`config.mk`:
```
export PLATFORM = sky130hd
export DESIGN_NAME = sram_controller
export DESIGN_NICKNAME = d
export VERILOG_FILES = /design/src/rtl/sram_controller.sv
export SDC_FILE = /design/constraint.sdc
export NUM_CORES = 1
export LEC_CHECK = 0
export BUFFER_PORTS_ARGS = -buffer_cell sky130_fd_sc_hd__buf_4
export CAP_MARGIN = 25
export CELL_PAD_IN_SITES_DETAIL_PLACEMENT = 1
export CELL_PAD_IN_SITES_GLOBAL_PLACEMENT = 1
export CORE_MARGIN = 8
export CORE_UTILIZATION = 40
export CTS_CLUSTER_DIAMETER = 150
export CTS_CLUSTER_SIZE = 24
export DETAILED_ROUTE_END_ITERATION = 8
export PLACE_DENSITY = 0.85
export SYNTH_ARGS = -nofsm -noshare
export SYNTH_HDL_FRONTEND = slang
export SYNTH_SLANG_ARGS = --single-unit
```
`constraint.sdc`:
```
create_clock -name clk -period 6.1 [get_ports clk]
set_clock_uncertainty 0.15 [all_clocks]
set_input_delay 0.61 -clock clk [delete_from_list [all_inputs] [get_ports clk]]
set_output_delay 0.61 -clock clk [all_outputs]
set_load 0.005 [all_outputs]
```
`src/rtl/sram_controller.sv`:
```
// ---------------------------------------------------------------------------
// sram_controller
//   This block bridges one 32-bit MEM-stage load/store to a 16-bit
//   asynchronous SRAM. Each word is moved as two half-word phases, low half
//   first. A fixed number of idle wait cycles follows the two phases, and
//   then there is a single DONE cycle. While an access is in flight, `ready`
//   stays low and freezes the pipeline.
//
// Ports
//   clk          rising-edge clock
//   rst          synchronous, active-high reset
//   wr_en/rd_en  store / load request (write wins when both are high)
//   address      byte address; ADDR_OFFSET is subtracted from it
//   wr_data      store value
//   rd_data      last completed read word
//   ready        1 = access complete or no request, 0 = freeze
//   sram_addr    half-word address to the SRAM
//   sram_dq_out  write data to the SRAM
//   sram_dq_oe   1 = controller drives the data bus
//   sram_dq_in   read data from the SRAM (combinational)
//   sram_we_n    active-low SRAM write enable
// ---------------------------------------------------------------------------
module sram_controller #(
  parameter int unsigned ADDR_OFFSET = 1024,
  parameter int unsigned WAIT_CYCLES = 3
) (
  input  logic        clk,
  input  logic        rst,
  input  logic        wr_en,
  input  logic        rd_en,
  input  logic [31:0] address,
  input  logic [31:0] wr_data,
  output logic [31:0] rd_data,
  output logic        ready,
  output logic [17:0] sram_addr,
  output logic [15:0] sram_dq_out,
  output logic        sram_dq_oe,
  input  logic [15:0] sram_dq_in,
  output logic        sram_we_n
);

  localparam int unsigned CNT_W = $clog2(WAIT_CYCLES + 2);
  localparam logic [CNT_W-1:0] CNT_LAST = CNT_W'(WAIT_CYCLES + 1);

  typedef enum logic [1:0] {
    IDLE   = 2'd0,
    ACCESS = 2'd1,
    DONE   = 2'd2
  } state_t;

  state_t           state_q, state_d;
  logic [CNT_W-1:0] cnt_q, cnt_d;
  logic [16:0]      idx_q, idx_d;
  logic [31:0]      wdata_q, wdata_d;
  logic             is_wr_q, is_wr_d;
  logic [15:0]      lo_q, lo_d;
  logic [15:0]      hi_q, hi_d;
  logic [31:0]      rd_data_q, rd_data_d;

  // Only the word index survives. The byte lane and the bits above the
  // 2^19-byte SRAM window are dropped on purpose.
  logic [31:0] eff_s;
  logic        unused_eff_s;
  assign eff_s        = address - 32'(ADDR_OFFSET);
  assign unused_eff_s = ^{eff_s[31:19], eff_s[1:0]};

  // State register: all state clears on synchronous reset.
  always_ff @(posedge clk) begin
    if (rst) begin
      state_q   <= IDLE;
      cnt_q     <= '0;
      idx_q     <= 17'd0;
      wdata_q   <= 32'd0;
      is_wr_q   <= 1'b0;
      lo_q      <= 16'd0;
      hi_q      <= 16'd0;
      rd_data_q <= 32'd0;
    end else begin
      state_q   <= state_d;
      cnt_q     <= cnt_d;
      idx_q     <= idx_d;
      wdata_q   <= wdata_d;
      is_wr_q   <= is_wr_d;
      lo_q      <= lo_d;
      hi_q      <= hi_d;
      rd_data_q <= rd_data_d;
    end
  end

  // Next-state logic: request latching, phase counting and read-half capture.
  always_comb begin
    state_d   = state_q;
    cnt_d     = cnt_q;
    idx_d     = idx_q;
    wdata_d   = wdata_q;
    is_wr_d   = is_wr_q;
    lo_d      = lo_q;
    hi_d      = hi_q;
    rd_data_d = rd_data_q;
    case (state_q)
      IDLE: begin
        if (wr_en || rd_en) begin
          idx_d   = eff_s[18:2];
          wdata_d = wr_data;
          is_wr_d = wr_en;
          cnt_d   = '0;
          state_d = ACCESS;
        end else begin
          state_d = IDLE;
        end
      end
      ACCESS: begin
        if (!is_wr_q && cnt_q == CNT_W'(0)) begin
          lo_d = sram_dq_in;
        end else if (!is_wr_q && cnt_q == CNT_W'(1)) begin
          hi_d = sram_dq_in;
        end else begin
          lo_d = lo_q;
        end
        if (cnt_q == CNT_LAST) begin
          state_d = DONE;
          cnt_d   = '0;
          // Use the _d halves so that a zero-wait configuration, whose last
          // phase is the high-half capture, still assembles correctly.
          if (!is_wr_q) begin
            rd_data_d = {hi_d, lo_d};
          end else begin
            rd_data_d = rd_data_q;
          end
        end else begin
          cnt_d = cnt_q + CNT_W'(1);
        end
      end
      DONE: begin
        // A request seen here is deliberately ignored and re-sampled in IDLE.
        state_d = IDLE;
      end
      default: begin
        state_d = IDLE;
        cnt_d   = '0;
      end
    endcase
  end

  // SRAM pins and handshake, decoded from the current state and phase.
  always_comb begin
    sram_addr   = 18'd0;
    sram_dq_out = 16'd0;
    sram_dq_oe  = 1'b0;
    sram_we_n   = 1'b1;
    ready       = 1'b0;
    if (state_q == ACCESS && cnt_q == CNT_W'(0)) begin
      sram_addr = {idx_q, 1'b0};
      if (is_wr_q) begin
        sram_dq_out = wdata_q[15:0];
        sram_dq_oe  = 1'b1;
        sram_we_n   = 1'b0;
      end else begin
        sram_dq_out = 16'd0;
      end
    end else if (state_q == ACCESS && cnt_q == CNT_W'(1)) begin
      sram_addr = {idx_q, 1'b1};
      if (is_wr_q) begin
        sram_dq_out = wdata_q[31:16];
        sram_dq_oe  = 1'b1;
        sram_we_n   = 1'b0;
      end else begin
        sram_dq_out = 16'd0;
      end
    end else begin
      sram_addr = 18'd0;
    end
    case (state_q)
      IDLE:    ready = !(wr_en || rd_en);
      DONE:    ready = 1'b1;
      default: ready = 1'b0;
    endcase
  end

  assign rd_data = rd_data_q;

endmodule

```
==> summary.txt, run 1 <==
Clocking
  – Worst-Skew Late Latency: 0.40 ns
  – Clock slew at reported path FFs: 0.05 ns
  – CTS tree: built
  – CTS Sinks: 119
  – Bufs on Longest Clock Path: 2
  – Root Buffer: clkbuf_16
  – Hold_buf cts: 0
  – H-tree depth: 4
  – PostCTS Resize Cnt: 0
  – Cts bufs inserted: 17
  – # Post-CTS Setup Buffers: 0

Setup path
  – Required time worst endpoint: 5.34 ns
  – R2r setup slk: 3.77 ns
  – Crit-path slowest cell: nand4bb_1
  – Slowest stage delay, CP: 0.74 ns
  – CP cell instances: inv_1 -> ha_1 -> nand4bb_1 -> nor2_1 -> buf_6 -> a22o_1 -> buf_4
  – Setup CP Type: flop to output port
  – WP buf/inv: 3
  – CP Max Fanout: 19
  – Top delay family on crit path: simple AND/OR/NAND/NOR gates
  – Startpoint types: flop
  – Setup crit end kind: output port
  – Crit path DAT: 3.08 ns

Cells and area
  – Finished Cell Area: 6721 um^2
  – Final #Nets: 807
  – Area growth syn-to-layout: 35.01%
  – Antenna Cells: 0
  – Layout cell share with drive strength beyond 1: 25.38%
  – Non-Filler Instances: 897

Detailed routing
  – Post-Route WL: 16800 um
  – Vias: 5066
  – Vias per cell: 5.648
  – DRC violations left: 0
  – Routed Antenna Nets: 0
  – Routed WL per cell: 18.72 um
  – DRT iter0 DRCs: 451
  – Pre-antenna DRT Iters: 4

Floorplanning
  – Die Span Y: 127.6 um
  – Rows: 40
  – Initial Utilization: 41.28%
  – Core footprint: 12060 um^2
  – I/O pin total: 153
  – Horiz. Die Dim: 127.6 um
  – Die area: 16270 um^2

STA
  – Final min period: 3.838 ns
  – Endpoints failing hold: 0
  – Setup violators final: 0
  – Worst slew pin tran: 0.9314 ns
  – Total negative slack: 0 ns
  – Tcrit/Tclk final: 62.92%
  – Max Freq: 0.2605 GHz
  – Hold_ws: 0.2648 ns
  – Slew headroom: 37.81%
  – RSZ-0062 raised after global routing: no
  – Final Max Slew Viols: 0

Placed design
  – Detail Placement HPWL: 10990 um
  – RePlAce Congestion: 0.7814
  – Port buffer count: 137
  – Placed inst area: 6133 um^2
  – Placed Cells: 867

Status
  – Status: finished, final reports clean

Power and ir drop
  – PwrDens: 296.2 nW/um^2
  – Total power: 1.991 mW
  – Max VDD drop: 0.1403 mV
  – Lkg Pwr: 2.622 nW

GRT
  – GR Util All Layers: 20.24%
  – Initial antenna violation count: 0
  – Total gr overflow: 0
  – Global-route wire length before repair: 26820 um
  – Largest net degree at the start of global routing: 91
  – Vias in the first global route: 5293

Synthesis
  – Avg Inst Size Synth: 8.108 um^2
  – Area leader, netlist: dfxtp_1
  – Yosys top cell area share: 47.85%
  – Post-synthesis cell type count: 34
  – Sequential area share after synthesis: 47.85%
  – YS warnings: 0
  – Post-synthesis cell count: 614
  – Synth area leaders: dfxtp_1 48%, a21oi_1 12%, o21ai_0 11%
  – Syn nets: 702
  – Flip-flop and latch count after synthesis: 119
  – Synthesized area: 4979 um^2

Hold path
  – Hold crit path type: input port to flop

Run
  – Max-cap violations: 0
-- state kept, by name, indices dropped and copies added, names as in the netlist --
signal and flops:
hi_q 16, wdata_q 32, state_q 2, lo_q 16, is_wr_q 1, idx_q 17
cnt_q 3, rd_data 32
-- layout make-up --
| cell class | instances | area, um^2 |
|---|---|---|
| Fill cell | 1461 | 5340 |
| Sequential cell | 119 | 2382 |
| Multi-Input combinational cell | 424 | 2340 |
| Timing Repair Buffer | 150 | 1202 |
| Clock buffer | 27 | 523.0 |
| Tap cell | 168 | 210.2 |
| Clock inverter | 2 | 37.54 |
| Inverter | 7 | 26.28 |
-- stage by stage --
stage / setup WS (ns) / util (%)
2_1_floorplan: 3.516 / -
3_3_place_gp: 2.379 / 50.07
3_5_place_dp: 2.685 / 50.85
4_1_cts: 2.208 / 55.50
5_1_grt: 2.080 / 55.73
6_report: 2.262 / 55.73
-- cells in the final DEF (no fill, tap or decap), types with 4 or more instances in the layout --
| cell type | count |
|---|---|
| ha_1 | 4 |
| and2_1 | 17 |
| a21oi_1 | 120 |
| a22o_1 | 16 |
| o21ai_0 | 109 |
| nor2_1 | 7 |
| nand2b_1 | 5 |
| nand3_1 | 106 |
| buf_4 | 145 |
| nor3_1 | 5 |
| clkbuf_16 | 17 |
| dfxtp_1 | 119 |
| inv_1 | 6 |
| clkbuf_8 | 6 |
| clkbuf_1 | 4 |
| a311oi_1 | 6 |
-- routing by layer --
metal | vias up | global-route usage, % | wire [um]
li1 | 2432 | - | -
met1 | 2483 | 22.14 | 6739
met2 | 134 | 35.72 | 8690
met3 | 17 | 6.448 | 1148
met4 | 0 | 7.838 | 216
met5 | - | 0 | 0
-- cell usage after synthesis --
library cell    n
dfxtp_1       119
o221ai_1        1
o21ba_2         1
a22o_1         16
or3_1           3
o21a_1          1
or4_4           1
a21oi_1       120
or4_1           2
nor2b_1         1
nor4bb_1        1
xor2_1          1
inv_2           1
nand3_1       106
o21ai_0       109
and3b_1         1
nor2_1          8
ha_1            4
or4b_1          1
nor3_1          5
o31ai_1         3
nand2_1         2
inv_1           6
nand4bb_1       1
and2_1         17
clkbuf_1       56
o21bai_1        1
a311oi_1        6
or2_2           3
a211oi_1        3
nand3b_1        1
buf_1           4
nand2b_1        5
buf_2           4
-- power by group --
group          switching, mW  internal, mW  total (mW)  leakage [nW]
sequential            0.0184         0.815       0.833         0.971
combinational          0.131        0.0856       0.216          1.38
clock                  0.324         0.618       0.942         0.272
total                  0.473          1.52        1.99          2.62
-- logic make-up after synthesis --
family	after synthesis	share of synthesized area [%]
compound gates	261	28.47
simple gates	158	17.04
flops	119	47.85
buf+inv	71	5.453
fa+ha+maj	4	1.005
xor+xnor	1	0.1760
-- worst paths after layout --
check	start	cells after the start	to
setup / recovery	cnt_q[0]	7	sram_dq_out[0]
hold / removal	address[10]	2	idx_q[8]
setup reg to reg	cnt_q[0]	5	hi_q[2]
hold reg to reg	lo_q[10]	2	rd_data[10]
Power figures use the tool's default switching activity.
==> inputs of run 2 (changes only) <==
CORE_UTILIZATION = 37   (was 40)
PLACE_DENSITY = 0.8   (was 0.85)
clock period = 3.7 ns   (was 6.1 ns; I/O delays follow)
==> run 2 against run 1 <==
  * Clock-buffer cell count shrank 3
  * Worst hold slack got worse by 0.19 ns
  * Largest cell class unchanged
  * Non-clock buffer count up 2
  * Worst setup slack got worse by 1.4 ns
  * Clock power up 73%
==> summary.txt, run 2 (synthesized netlist as in run 1, its figures left out) <==
Power and ir drop
  – PwrDens: 498.6 nW/um^2
  – Flop pwr share: 40.8%
  – Lkg Pwr: 2.643 nW
  – Internal: 2.558 mW
  – P_sw: 0.8063 mW
  – Clock share of power: 48.6%
  – Switching Share: 23.96%
  – Combinational power share: 10.6%
  – Max VDD drop: 0.2585 mV

Detailed routing
  – Routed Antenna Nets: 0
  – Post-Route WL: 16850 um
  – Pre-antenna DRT Iters: 4
  – DRT iter0 DRCs: 303
  – Vias per cell: 5.556
  – DRC violations left: 0
  – Routed WL per cell: 18.52 um
  – Vias: 5056

Setup path
  – CP cell instances: inv_1 -> ha_1 -> nand4bb_1 -> buf_4 -> nor2_1 -> buf_4 -> a22o_1 -> buf_4
  – CP Max Fanout: 19
  – Crit path DAT: 2.28 ns
  – Crit-path slowest cell: dfxtp_1
  – Required time worst endpoint: 3.18 ns
  – WP buf/inv: 4
  – Crit path top cell by count: buf_4
  – Slowest stage delay, CP: 0.38 ns
  – Top delay family on crit path: buffers and inverters
  – Startpoint types: flop
  – Setup crit end kind: output port
  – Setup CP Type: flop to output port

GRT
  – Largest net degree at the start of global routing: 97
  – Vias in the first global route: 5398
  – GR Util All Layers: 19.07%
  – Global-route wire length before repair: 27340 um
  – Initial antenna violation count: 0
  – Total gr overflow: 0

Clocking
  – # Post-CTS Setup Buffers: 0
  – CTS tree: built
  – Cts bufs inserted: 17
  – Root Buffer: clkbuf_16
  – CTS Sinks: 119
  – Worst-Skew Late Latency: 0.41 ns
  – H-tree depth: 4
  – Clock slew at reported path FFs: 0.06 ns
  – Bufs on Longest Clock Path: 2

STA
  – Setup violators final: 0
  – Total negative slack: 0 ns
  – Tcrit/Tclk final: 75.65%
  – RSZ-0062 raised after global routing: no
  – Max Freq: 0.3573 GHz
  – Final min period: 2.799 ns
  – Worst slew pin tran: 0.9806 ns
  – Slew headroom: 34.63%
  – Endpoints failing hold: 0
  – Final Max Slew Viols: 0

Status
  – Status: finished, final reports clean

Cells and area
  – Most common cell after layout, fill and taps aside: buf_4
  – Multi-input gate area: 2340 um^2
  – Sequential cell area: 2382 um^2
  – Fill count: 1565
  – Fin util: 51.16%
  – Area growth syn-to-layout: 35.54%
  – Most frequent cells in the layout: 149 x buf_4, 120 x a21oi_1, 119 x dfxtp_1, 109 x o21ai_0, 106 x nand3_1
  – Layout cell share with drive strength beyond 1: 26.02%
  – Antenna Cells: 0
  – Final #Nets: 809

Run
  – Max-cap violations: 0

Floorplanning
  – Horiz. Die Dim: 132.0 um
  – Rows: 42
  – Initial Utilization: 37.74%
  – I/O pin total: 153
  – Die Span Y: 132.0 um
  – Core footprint: 13190 um^2
  – Die area: 17420 um^2

Placed design
  – Detail Placement HPWL: 11190 um
  – Port buffer count: 137
  – RePlAce Congestion: 0.7892

Hold path
  – Hold crit path type: input port to flop
run 2: worst paths after layout:
check	from	to	slack (ns)	cells past startpoint
setup / recovery	cnt_q[0]	sram_dq_out[9]	0.90	8
hold / removal	wr_data[28]	wdata_q[28]	0.07	3
setup reg to reg	state_q[0]	cnt_q[0]	1.46	4
hold reg to reg	lo_q[12]	rd_data[12]	0.31	2
run 2: metal layers:
layer | vias up | share of wire [%] | global-route usage (%) | wire length (um)
met4 | 0 | 2.7 | 9.636 | 460
met1 | 2423 | 42 | 21.84 | 7067
met5 | - | 0 | 0 | 0
met2 | 165 | 49 | 31.64 | 8262
met3 | 30 | 6.3 | 5.716 | 1061
li1 | 2438 | - | - | -
run 2: power groups by stage:
stage               logic, mW  registers, mW  clock network (mW)
floorplan               0.203           1.39                   0
global placement        0.332           1.39                   0
detailed placement      0.351           1.40                   0
CTS                     0.355           1.37                1.67
global route            0.394           1.38                1.73
finish                  0.357           1.37                1.63
run 2: repair_timing:
action / CTS / global route
gates resized for setup: 0 / 0
hold buffers: 1 / 0
hold endpoints to repair: 1 / 0
run 2: tightest hold or removal path, stage by stage:
cell and delay, ns:
buf_4 0.11, nand3_1 0.06, a21oi_1 0.05
run 2: cell type report:
type                       instances  area share (%)
clock buffer                      24           7.436
clock inverter                     8           1.391
inverter                           7          0.3894
multi-input combinational        424           34.67
sequential                       119           35.30
tap                              176           3.263
timing repair buffer             152           17.54
run 2: metrics by stage:
step	instance area (um^2)	worst slack, ns	hold slack (ns)	power (mW)	std cells
final	6748	0.9010	0.07091	3.365	910
after floorplan	4979	1.356	0.2903	1.591	614
after detailed placement	6115	1.309	0.3087	1.749	876
after global placement	6087	1.389	0.2987	1.725	875
after global routing	6748	0.7155	0.06007	3.506	910
after CTS	6720	0.8627	0.05129	3.396	909
